==> src/rtl/jtag_ahb_ap.sv <==
// AHB-Lite single-transfer master fed by packed JTAG AHB-AP shift words.
// Optional data-phase timeout is compiled in when AHB_AP_TIMEOUT_EN is defined.
module jtag_ahb_ap #(
   parameter int unsigned TIMEOUT_CYCLES = 1024,
   parameter logic [31:0] ADDR_RESET     = 32'h0000_0000
) (
   input  logic        CLK,
   input  logic        RST,
   input  logic        req_valid,
   input  logic [36:0] req_word,
   input  logic        err_clr,
   output logic        busy,
   output logic [31:0] rdata,
   output logic [31:0] addr,
   output logic [3:0]  status,
   output logic [31:0] HADDR,
   output logic [1:0]  HTRANS,
   output logic        HWRITE,
   output logic [2:0]  HSIZE,
   output logic [31:0] HWDATA,
   input  logic [31:0] HRDATA,
   input  logic        HREADY,
   input  logic        HRESP
);

   typedef enum logic [1:0] {StIdle, StAddrPh, StDataPh} state_t;

   state_t      r_state, w_state_d;
   logic [31:0] r_addr, w_addr_d;
   logic [31:0] r_rdata, w_rdata_d;
   logic [31:0] r_wdata;
   logic [3:0]  r_status, w_set;
   logic [1:0]  r_size;
   logic        r_write, r_inc;
   logic        w_latch, w_misalign, w_tmo;
   logic [31:0] w_inc_amt;

   // ap_shift_t: {data, regselect, size, addrinc, r_w}; regselect 0 = ADDRESS, 1 = DATA
   logic [31:0] w_req_data;
   logic        w_req_regsel, w_req_inc, w_req_rw;
   logic [1:0]  w_req_size;

   assign w_req_data   = req_word[36:5];
   assign w_req_regsel = req_word[4];
   assign w_req_size   = req_word[3:2];
   assign w_req_inc    = req_word[1];
   assign w_req_rw     = req_word[0];
   assign w_inc_amt    = 32'd1 << r_size;

`ifdef AHB_AP_TIMEOUT_EN
   localparam int unsigned TW = $clog2(TIMEOUT_CYCLES + 1);
   logic [TW-1:0] r_tcnt;

   assign w_tmo = (r_tcnt == TW'(TIMEOUT_CYCLES - 1));

   always_ff @(posedge CLK or posedge RST) begin
      if (RST) begin
         r_tcnt <= '0;
      end else if (r_state == StAddrPh) begin
         r_tcnt <= '0;
      end else if ((r_state == StDataPh) && !HREADY) begin
         r_tcnt <= r_tcnt + 1'b1;
      end
   end
`else
   // Timeout disabled: the data phase waits on HREADY indefinitely.
   assign w_tmo = 1'b0 & (TIMEOUT_CYCLES != 0);
`endif

   always_comb begin
      w_misalign = 1'b1;
      case (w_req_size)
         2'b00:   w_misalign = 1'b0;
         2'b01:   w_misalign = r_addr[0];
         2'b10:   w_misalign = |r_addr[1:0];
         default: w_misalign = 1'b1;
      endcase
   end

   always_comb begin
      w_state_d = r_state;
      w_addr_d  = r_addr;
      w_rdata_d = r_rdata;
      w_set     = 4'b0000;
      w_latch   = 1'b0;
      unique case (r_state)
         StIdle: begin
            if (req_valid) begin
               if (!w_req_regsel) begin
                  w_addr_d = w_req_data;
               end else if (w_misalign) begin
                  w_set[2] = 1'b1;
               end else begin
                  w_latch   = 1'b1;
                  w_state_d = StAddrPh;
               end
            end
         end
         StAddrPh: begin
            if (HREADY) w_state_d = StDataPh;
         end
         StDataPh: begin
            if (HREADY) begin
               w_state_d = StIdle;
               if (HRESP) begin
                  w_set[1] = 1'b1;
               end else begin
                  if (!r_write) w_rdata_d = HRDATA;
                  if (r_inc) w_addr_d = r_addr + w_inc_amt;
               end
            end else if (w_tmo) begin
               w_state_d = StIdle;
               w_set[3]  = 1'b1;
            end
         end
         default: w_state_d = StIdle;
      endcase
      if (req_valid && (r_state != StIdle)) w_set[0] = 1'b1;
   end

   always_ff @(posedge CLK or posedge RST) begin
      if (RST) begin
         r_state  <= StIdle;
         r_addr   <= ADDR_RESET;
         r_rdata  <= 32'h0;
         r_status <= 4'h0;
         r_size   <= 2'b00;
         r_write  <= 1'b0;
         r_inc    <= 1'b0;
         r_wdata  <= 32'h0;
      end else begin
         r_state  <= w_state_d;
         r_addr   <= w_addr_d;
         r_rdata  <= w_rdata_d;
         // A new error event wins over a simultaneous clear.
         r_status <= (r_status & ~{4{err_clr}}) | w_set;
         if (w_latch) begin
            r_size  <= w_req_size;
            r_write <= w_req_rw;
            r_inc   <= w_req_inc;
            r_wdata <= w_req_data;
         end
      end
   end

   assign busy   = (r_state != StIdle);
   assign rdata  = r_rdata;
   assign addr   = r_addr;
   assign status = r_status;
   assign HTRANS = (r_state == StAddrPh) ? 2'b10 : 2'b00;
   assign HADDR  = (r_state == StAddrPh) ? r_addr : 32'h0;
   assign HWRITE = (r_state == StAddrPh) && r_write;
   assign HSIZE  = (r_state == StAddrPh) ? {1'b0, r_size} : 3'b000;
   assign HWDATA = ((r_state == StDataPh) && r_write) ? r_wdata : 32'h0;

endmodule

==> config.mk <==
export PLATFORM = sky130hd
export DESIGN_NAME = jtag_ahb_ap
export DESIGN_NICKNAME = d
export VERILOG_FILES = /design/src/rtl/jtag_ahb_ap.sv
export SDC_FILE = /design/constraint.sdc
export NUM_CORES = 1
export LEC_CHECK = 0
export CORE_MARGIN = 2
export CORE_UTILIZATION = 44
export CTS_CLUSTER_DIAMETER = 50
export DETAILED_ROUTE_END_ITERATION = 10
export PLACE_DENSITY = 0.88
export SETUP_SLACK_MARGIN = 0.05
export SYNTH_ARGS = -nofsm -noshare
export SYNTH_HDL_FRONTEND = slang
export SYNTH_SLANG_ARGS = --single-unit
==> constraint.sdc <==
create_clock -name CLK -period 4 [get_ports CLK]
set_input_delay 0.6 -clock CLK [delete_from_list [all_inputs] [get_ports CLK]]
set_output_delay 0.6 -clock CLK [all_outputs]
set_load 0.005 [all_outputs]
; After elaboration in Yosys (flattened, before gate mapping)
; Cells that the tools add are included.
[totals]
reg_bits = 106
out_inout_bits = 139
word_cells = 67
inputBits = 75
[classes]
reduce_logical = 11
addsub = 1
n_bitwise = 5
shifts = 1
n_eq_ne = 12
mux = 29
[op_table]
columns = op, count
row1 = 32-bit two-way mux, 7
row2 = 32-bit one-hot mux with 2 select lines, 1
row3 = 32-bit adder, 1
row4 = "1-bit by 2-bit left shift with 32-bit output, first input constant", 1
row5 = "2-bit != test, second input constant", 8
row6 = 2-bit two-way mux, 7
row7 = 1-bit two-way mux, 12
row8 = 2-bit one-hot mux with 3 select lines, 1
row9 = 6-bit AND reduction, 1
row10 = 5-bit AND reduction, 1
row11 = 4-bit bitwise AND, 1
row12 = "2-bit by 1-bit equality test with 1-bit output, second input constant", 2
row13 = "2-bit equality test, second input constant", 2
row14 = 2-bit zero test, 2
row15 = 4-bit inverter, 1
row16 = 4-bit by 3-bit bitwise OR with 4-bit output, 1
row17 = 4-bit AND reduction, 1
row18 = 2-bit nonzero test, 2
row19 = 1-bit logical AND, 3
row20 = 1-bit one-hot mux with 3 select lines, 1
row21 = 1-bit inverter, 2
row22 = 2-bit OR reduction, 1

; Depth between registers and ports, before layout
; Gate-level depths: netlist (run 1).
[depth]
word_depth = 7
ltp_mapped = 9

; Worst setup path after synthesis (run 1)
; OpenSTA, ideal clock, no wires.
[synth_timing]
kind = register -> register
start = register r_size[0]
end = register r_addr[11], in the netlist addr[11]
setup_ps = 137
t_arrival_ps = 1930
setup_slack_ps = 1933
required_time_ps = 3863
path_stages_with_launch = 9
cell_sequence = dfrtp_1 -> nor2b_1 -> ha_1 -> a211o_1 -> a21o_1 -> clkbuf_1 -> a41o_1 -> a21oi_1 -> a21oi_1
[synth_via]
elab_chain_cells = 6
[synth_rtl]
columns = item, line
row1 = start: declaration, 33  ; logic [1:0] r_size;
row2 = start signal: assignment, 138  ; r_size <= w_req_size;
row3 = 1-bit by 2-bit left shift with 32-bit output, 48  ; assign w_inc_amt = 32'd1 << r_size;
row4 = 32-bit adder, 109  ; if (r_inc) w_addr_d = r_addr + w_inc_amt;
row5 = 32-bit two-way mux, 109
row6 = 32-bit two-way mux, 105  ; if (HRESP) begin
row7 = 32-bit two-way mux, 103  ; if (HREADY) begin
row8 = 32-bit one-hot mux with 2 select lines, 86  ; unique case (r_state)
row9 = end signal: assignment, 133  ; r_addr <= w_addr_d;
row10 = end: declaration, 29  ; logic [31:0] r_addr, w_addr_d;
; No other way between the ends. The select of a mux whose other input is x is not followed.
; A chain may end at the register's enable or synchronous reset.

; Final worst setup path (run 1)
[layout_timing]
start = register r_state[0]
end = output HADDR[25]
[layout_via]
elab_chain_cells = 2
[layout_rtl]
columns = item, line
row1 = start: declaration, 28  ; state_t r_state, w_state_d;
row2 = start signal: assignment, 123  ; r_state <= StIdle;
row3 = start signal: assignment, 132  ; r_state <= w_state_d;
row4 = 2-bit by 1-bit equality test with 1-bit output, 151  ; assign HADDR = (r_state == StAddrPh) ? r_addr : 32'h0;
row5 = 32-bit two-way mux, 151
row6 = end: declaration, 16  ; output logic [31:0] HADDR,
; No other way between the ends.

==> out/metrics.cfg, run 1 <==
[synth]
synth_edf_count = 0
synth.distinct_cells = 63
syn_area_per_cell_um2 = 10.7
ys_async_sr_fraction_pct = 100
synth-main-ff-cell = dfrtp_1
netlist_area_um2 = 5470
synthTopCellsByArea = dfrtp_1 (49%), mux2_2 (14%), and3_1 (4.5%)
ys_ff_latch = 106
synthCells = 512
ys_seq_area_share_pct = 48.5
synth_warnings = 0
yosysMostFrequentCell = dfrtp_1
yosysTopAreaCell = dfrtp_1
synth_top_area_share_pct = 48.5
ys_top_cells_by_count = dfrtp_1 (106), mux2_2 (67), and3_1 (39), and2_1 (36), nand2_1 (30)

[clocking]
clock_path_buffers = 2
hold_buffers = 0
post_cts_resized = 0
cts_root_buf = clkbuf_16
post_cts_buffers = 0
cts.reportedPaths.clkPinSlew_ns = 0.06
htree_levels = 3
cts_made_buffers = 9
clock_latency_ns = 0.34
tritoncts = yes
clock-sinks = 106

[cells_and_area]
utilization_pct = 66.8
final_nets = 787
layout.cells.non_filler = 880
regArea_um2 = 2650
num_antenna_cells = 0
drive_gt1_share_pct = 15.2
area_growth_pct = 47.4
multi_input_area_um2 = 2670
design_area_um2 = 8060
fillerInstances = 928

[sta]
maxSlewViolCount = 0
setup_ws_ns = 0.978
final.setup.tns_ns = 0
holdWs_ns = 0.497
worstMarginPinSlew_ns = 1.17
post-route-period-util_pct = 75.6
setup_viol = 0
rsz0062_at_grt = no
relSlewSlack_pct = 22.2
hold_viol = 0
clock.fmax_mhz = 331
finClkSkew_ns = 0.00900
fin_crit_ns = 3.02

[floorplanning]
start_util_pct = 45.3
rows = 40
die_w_um = 115
ios = 214
chipHeight_um = 115
die_area_um2 = 13300
core_um2 = 12100

[critical_path]
crit_type = reg2out
crit_arrival_ns = 2.42
cp-start-kind = register
cp-end-kind = output pin
required_ns = 3.40
cp_max_fo = 24

[detailed_routing]
drtIter0Drc = 318
final_antenna_net_count = 0
post_drt_wl_per_cell_um = 19.1
routed_wl_um = 16800
via_per_inst = 5.83
remaining_drc_errors = 0
vias = 5132
dr.pass1.iters = 7

[power_and_ir_drop]
leakagePower_nw = 3.37
ir_drop_v = 0.000306
powerDensity_nw_per_um2 = 655
fin_total_pwr_mw = 5.28

[placed_design]
post-dp-hpwl_um = 12300
placed_cells = 864
place_ws_ns = 0.969
gp_congestion = 0.860
numPortBuffers = 211
dpl_cell_area_um2 = 7740

[global_route]
antenna_found_initial = 0
grt_usage_pct = 25.1
first_global_vias = 5183
met2_usage_pct = 43.5
globalRoute.totalOverflow = 0
use_met1_pct = 29.7
grtUsageMet3_pct = 6.12
busiest_layer = met2
grt_pass1_wl_um = 26100
grt_max_degree = 61

[flow_run]
maxCapViolCount = 0

[hold_path]
min_path_type = reg2reg

[run_status]
status = finished, final reports clean

-- metal layers --
metal / routed length, um / vias up
met4: 478 / 0
met1: 6290 / 2507
met3: 1620 / 47
met5: 0 / -
li1: - / 2266
met2: 8400 / 312
-- cell usage in the layout, fill, tap and decap left out, types with 6 or more instances in the layout --
cell type	netlist	final
nand2_1	30	30
o22ai_1	10	10
o21ai_0	13	13
mux2_2	67	67
dfrtp_1	106	106
nand3_1	13	13
buf_4	3	6
clkbuf_16	0	9
inv_1	8	7
and3_1	39	39
nor2_1	23	22
nor3_1	7	7
nand4_1	7	7
a21oi_1	28	27
and2_1	36	36
clkdlybuf4s50_1	0	211
-- registers in the layout, indices dropped and copies added, names as in the netlist --
name	count
r_inc	1
r_state	2
r_write	1
status	4
r_wdata	32
rdata	32
r_size	2
addr	32
-- critical path, stage by stage, from the launching register on --
cell	delay [ns]
dfrtp_1	0.51
nor2b_2	0.50
buf_4	0.35
and2_1	0.19
clkdlybuf4s50_1	0.52
-- kinds of logic after synthesis --
family | share of synthesized area (%)
AND/OR/NAND/NOR | 20.4
multiplexers | 14.0
XOR/XNOR | 0.160
AO/OA/AOI/OAI | 12.4
adder cells (fa/ha/maj) | 1.28
buffers and inverters | 3.20
other | 0.0686
flip-flops | 48.5
-- worst paths after layout --
kind | start | to | slack, ns | cells past startpoint
worst max-delay path | r_state[0] | HADDR[25] | 0.98 | 4
worst min-delay path | status[2] | status[2] | 0.50 | 1
worst max register to register | r_size[0] | addr[26] | 1.40 | 8
worst min register to register | status[2] | status[2] | 0.50 | 1
max in group asynchronous | RST | addr[29] | 2.58 | 3
min in group asynchronous | RST | rdata[18] | 0.69 | 2
-- final cells by class --
class	count	area share, %
clock buffers	12	3.06
flip-flops and latches	106	32.9
well taps	168	2.61
clock inverters	4	0.931
repair buffers	218	27.0
inverters	8	0.404
multi-input cells	364	33.1
-- where the power goes --
part / switching [mW] / leakage (nW) / internal (mW)
sequential: 0.529 / 1.28 / 1.55
combinational: 0.924 / 1.95 / 1.33
clock: 0.380 / 0.149 / 0.566
(Power assumes the default switching activity.)
==> run 2, diff against run 1 <==
==> constraint.sdc (replaced) <==
create_clock -name CLK -period 2.9 [get_ports CLK]
set_input_delay 0.435 -clock CLK [delete_from_list [all_inputs] [get_ports CLK]]
set_output_delay 0.435 -clock CLK [all_outputs]
set_load 0.005 [all_outputs]
==> run 2 against run 1 <==
Against the previous run: clock-buffer cell count down 1; non-clock buffer count up 7; combinational power up 39%; flip-flop and latch count unchanged; core utilization up 0.33 points; final cell count up 0.91%; wire length down 0.52%; die area unchanged; power up 35%; clock skew down 0.0038 ns; setup slack worse by 0.74 ns; clock power up 22%; largest cell class unchanged.
==> out/metrics.cfg, run 2 (synthesized netlist as in run 1, its figures left out) <==
[sta]
setup_viol = 0
hold_viol = 0
worstMarginPinSlew_ns = 1.06
rsz0062_at_grt = no
finClkSkew_ns = 0.00515
fin_crit_ns = 2.66
final.setup.tns_ns = 0
maxSlewViolCount = 0
relSlewSlack_pct = 29.2
post-route-period-util_pct = 91.7
clock.fmax_mhz = 376

[detailed_routing]
via_per_inst = 5.67
final_antenna_net_count = 0
vias = 5037
routed_wl_um = 16700
post_drt_wl_per_cell_um = 18.8
wl_met3_um = 1590
met2_length_um = 8320
wl_met1_um = 6470
highest_layer = met4
remaining_drc_errors = 0
drtIter0Drc = 352
dr.pass1.iters = 5

[critical_path]
cp-end-kind = output pin
timing.rr.end = addr[25]
critPathLaunch = r_state[0]
cp_max_fo = 25
r2r_cells = 7
rrSetupSlack_ns = 0.30
required_ns = 2.47
cp-start-kind = register
crit_arrival_ns = 2.22
r2r-start = r_size[1]
crit_type = reg2out

[floorplanning]
core_um2 = 12100
chipHeight_um = 115
die_w_um = 115
die_area_um2 = 13300
rows = 40
start_util_pct = 45.3
ios = 214

[global_route]
antenna_found_initial = 0
grt_usage_pct = 24.9
grt_pass1_wl_um = 25900
first_global_vias = 5103
grt_max_degree = 107
globalRoute.totalOverflow = 0

[placed_design]
gp_congestion = 0.855
numPortBuffers = 211
post-dp-hpwl_um = 11800

[clocking]
cts_root_buf = clkbuf_16
cts.reportedPaths.clkPinSlew_ns = 0.07
post_cts_buffers = 0
clock_latency_ns = 0.34
hold_buffers = 0
htree_levels = 3
cts_made_buffers = 9
clock_path_buffers = 2
tritoncts = yes
post_cts_resized = 0
clock-sinks = 106

[run_status]
status = finished, final reports clean

[cells_and_area]
area_growth_pct = 48.2
utilization_pct = 67.2
final_cell_mix = clkdlybuf4s50_1 (211), dfrtp_1 (106), mux2_2 (67), and3_1 (39), and2_1 (36)
regArea_um2 = 2650
drive_gt1_share_pct = 16.3
layout_commonest_cell = clkdlybuf4s50_1
multi_input_area_um2 = 2680
final_nets = 795
fillerInstances = 921

[power_and_ir_drop]
ir_drop_v = 0.000534
powerDensity_nw_per_um2 = 883
leakagePower_nw = 3.40

[hold_path]
whs_path_depth = 1
hold_end = r_wdata[11]
min_path_type = reg2reg
hp-start = r_wdata[11]

[flow_run]
maxCapViolCount = 0

run 2: cell count changes in the layout (fill, tap and decap cells not counted), sizes merged:
cell / before / now
buf: 7 / 14
bufinv: 2 / 0
clkinv: 0 / 2
clkbuf: 12 / 11
diode: 0 / 1
nor2b: 6 / 7
run 2: critical path, stage by stage, from the launching register on:
cell	delay, ns
dfrtp_1	0.62
nor2b_2	0.25
buf_4	0.29
and2_1	0.17
clkdlybuf4s50_1	0.56
run 2: through the flow:
step                      std cells  hold slack [ns]  power, mW  instance area, um2  setup slack, ns
final                           888            0.502       7.15                8100            0.241
after global routing            887            0.523       7.60                8100            0.109
after CTS                       886            0.506       7.15                8090            0.115
after detailed placement        871            0.485       5.96                7810            0.328
after global placement          871            0.481       5.79                7810            0.484
after floorplan                 513            0.472       4.20                5480            0.833
run 2: area by class of cell:
| class | instances | area share [%] |
|---|---|---|
| flip-flops and latches | 106 | 32.7 |
| multi-input cells | 365 | 33.1 |
| diodes | 1 | 0.0309 |
| clock inverters | 4 | 0.324 |
| clock buffers | 11 | 3.12 |
| inverters | 8 | 0.417 |
| repair buffers | 225 | 27.7 |
| well taps | 168 | 2.59 |
run 2: worst max-delay path by stage:
stage                 end  slack [ns]  cells past startpoint
3_5_place_dp     addr[31]        0.33                      5
6_report        HADDR[27]        0.24                      4
5_1_grt        HWDATA[24]        0.11                      2
4_1_cts        HWDATA[24]        0.11                      3
3_3_place_gp     addr[31]        0.48                      5
2_1_floorplan    addr[11]        0.83                      8
run 2: routing by layer:
metal / track usage, % / vias up
li1: - / 2283
met1: 30.8 / 2448
met2: 42.6 / 277
met3: 6.64 / 29
met4: 8.03 / 0
met5: 0 / -
run 2: where the power goes:
| group | switching [mW] | total [mW] | internal (mW) |
|---|---|---|---|
| combinational | 1.26 | 3.12 | 1.86 |
| sequential | 0.730 | 2.87 | 2.14 |
| clock | 0.532 | 1.16 | 0.625 |
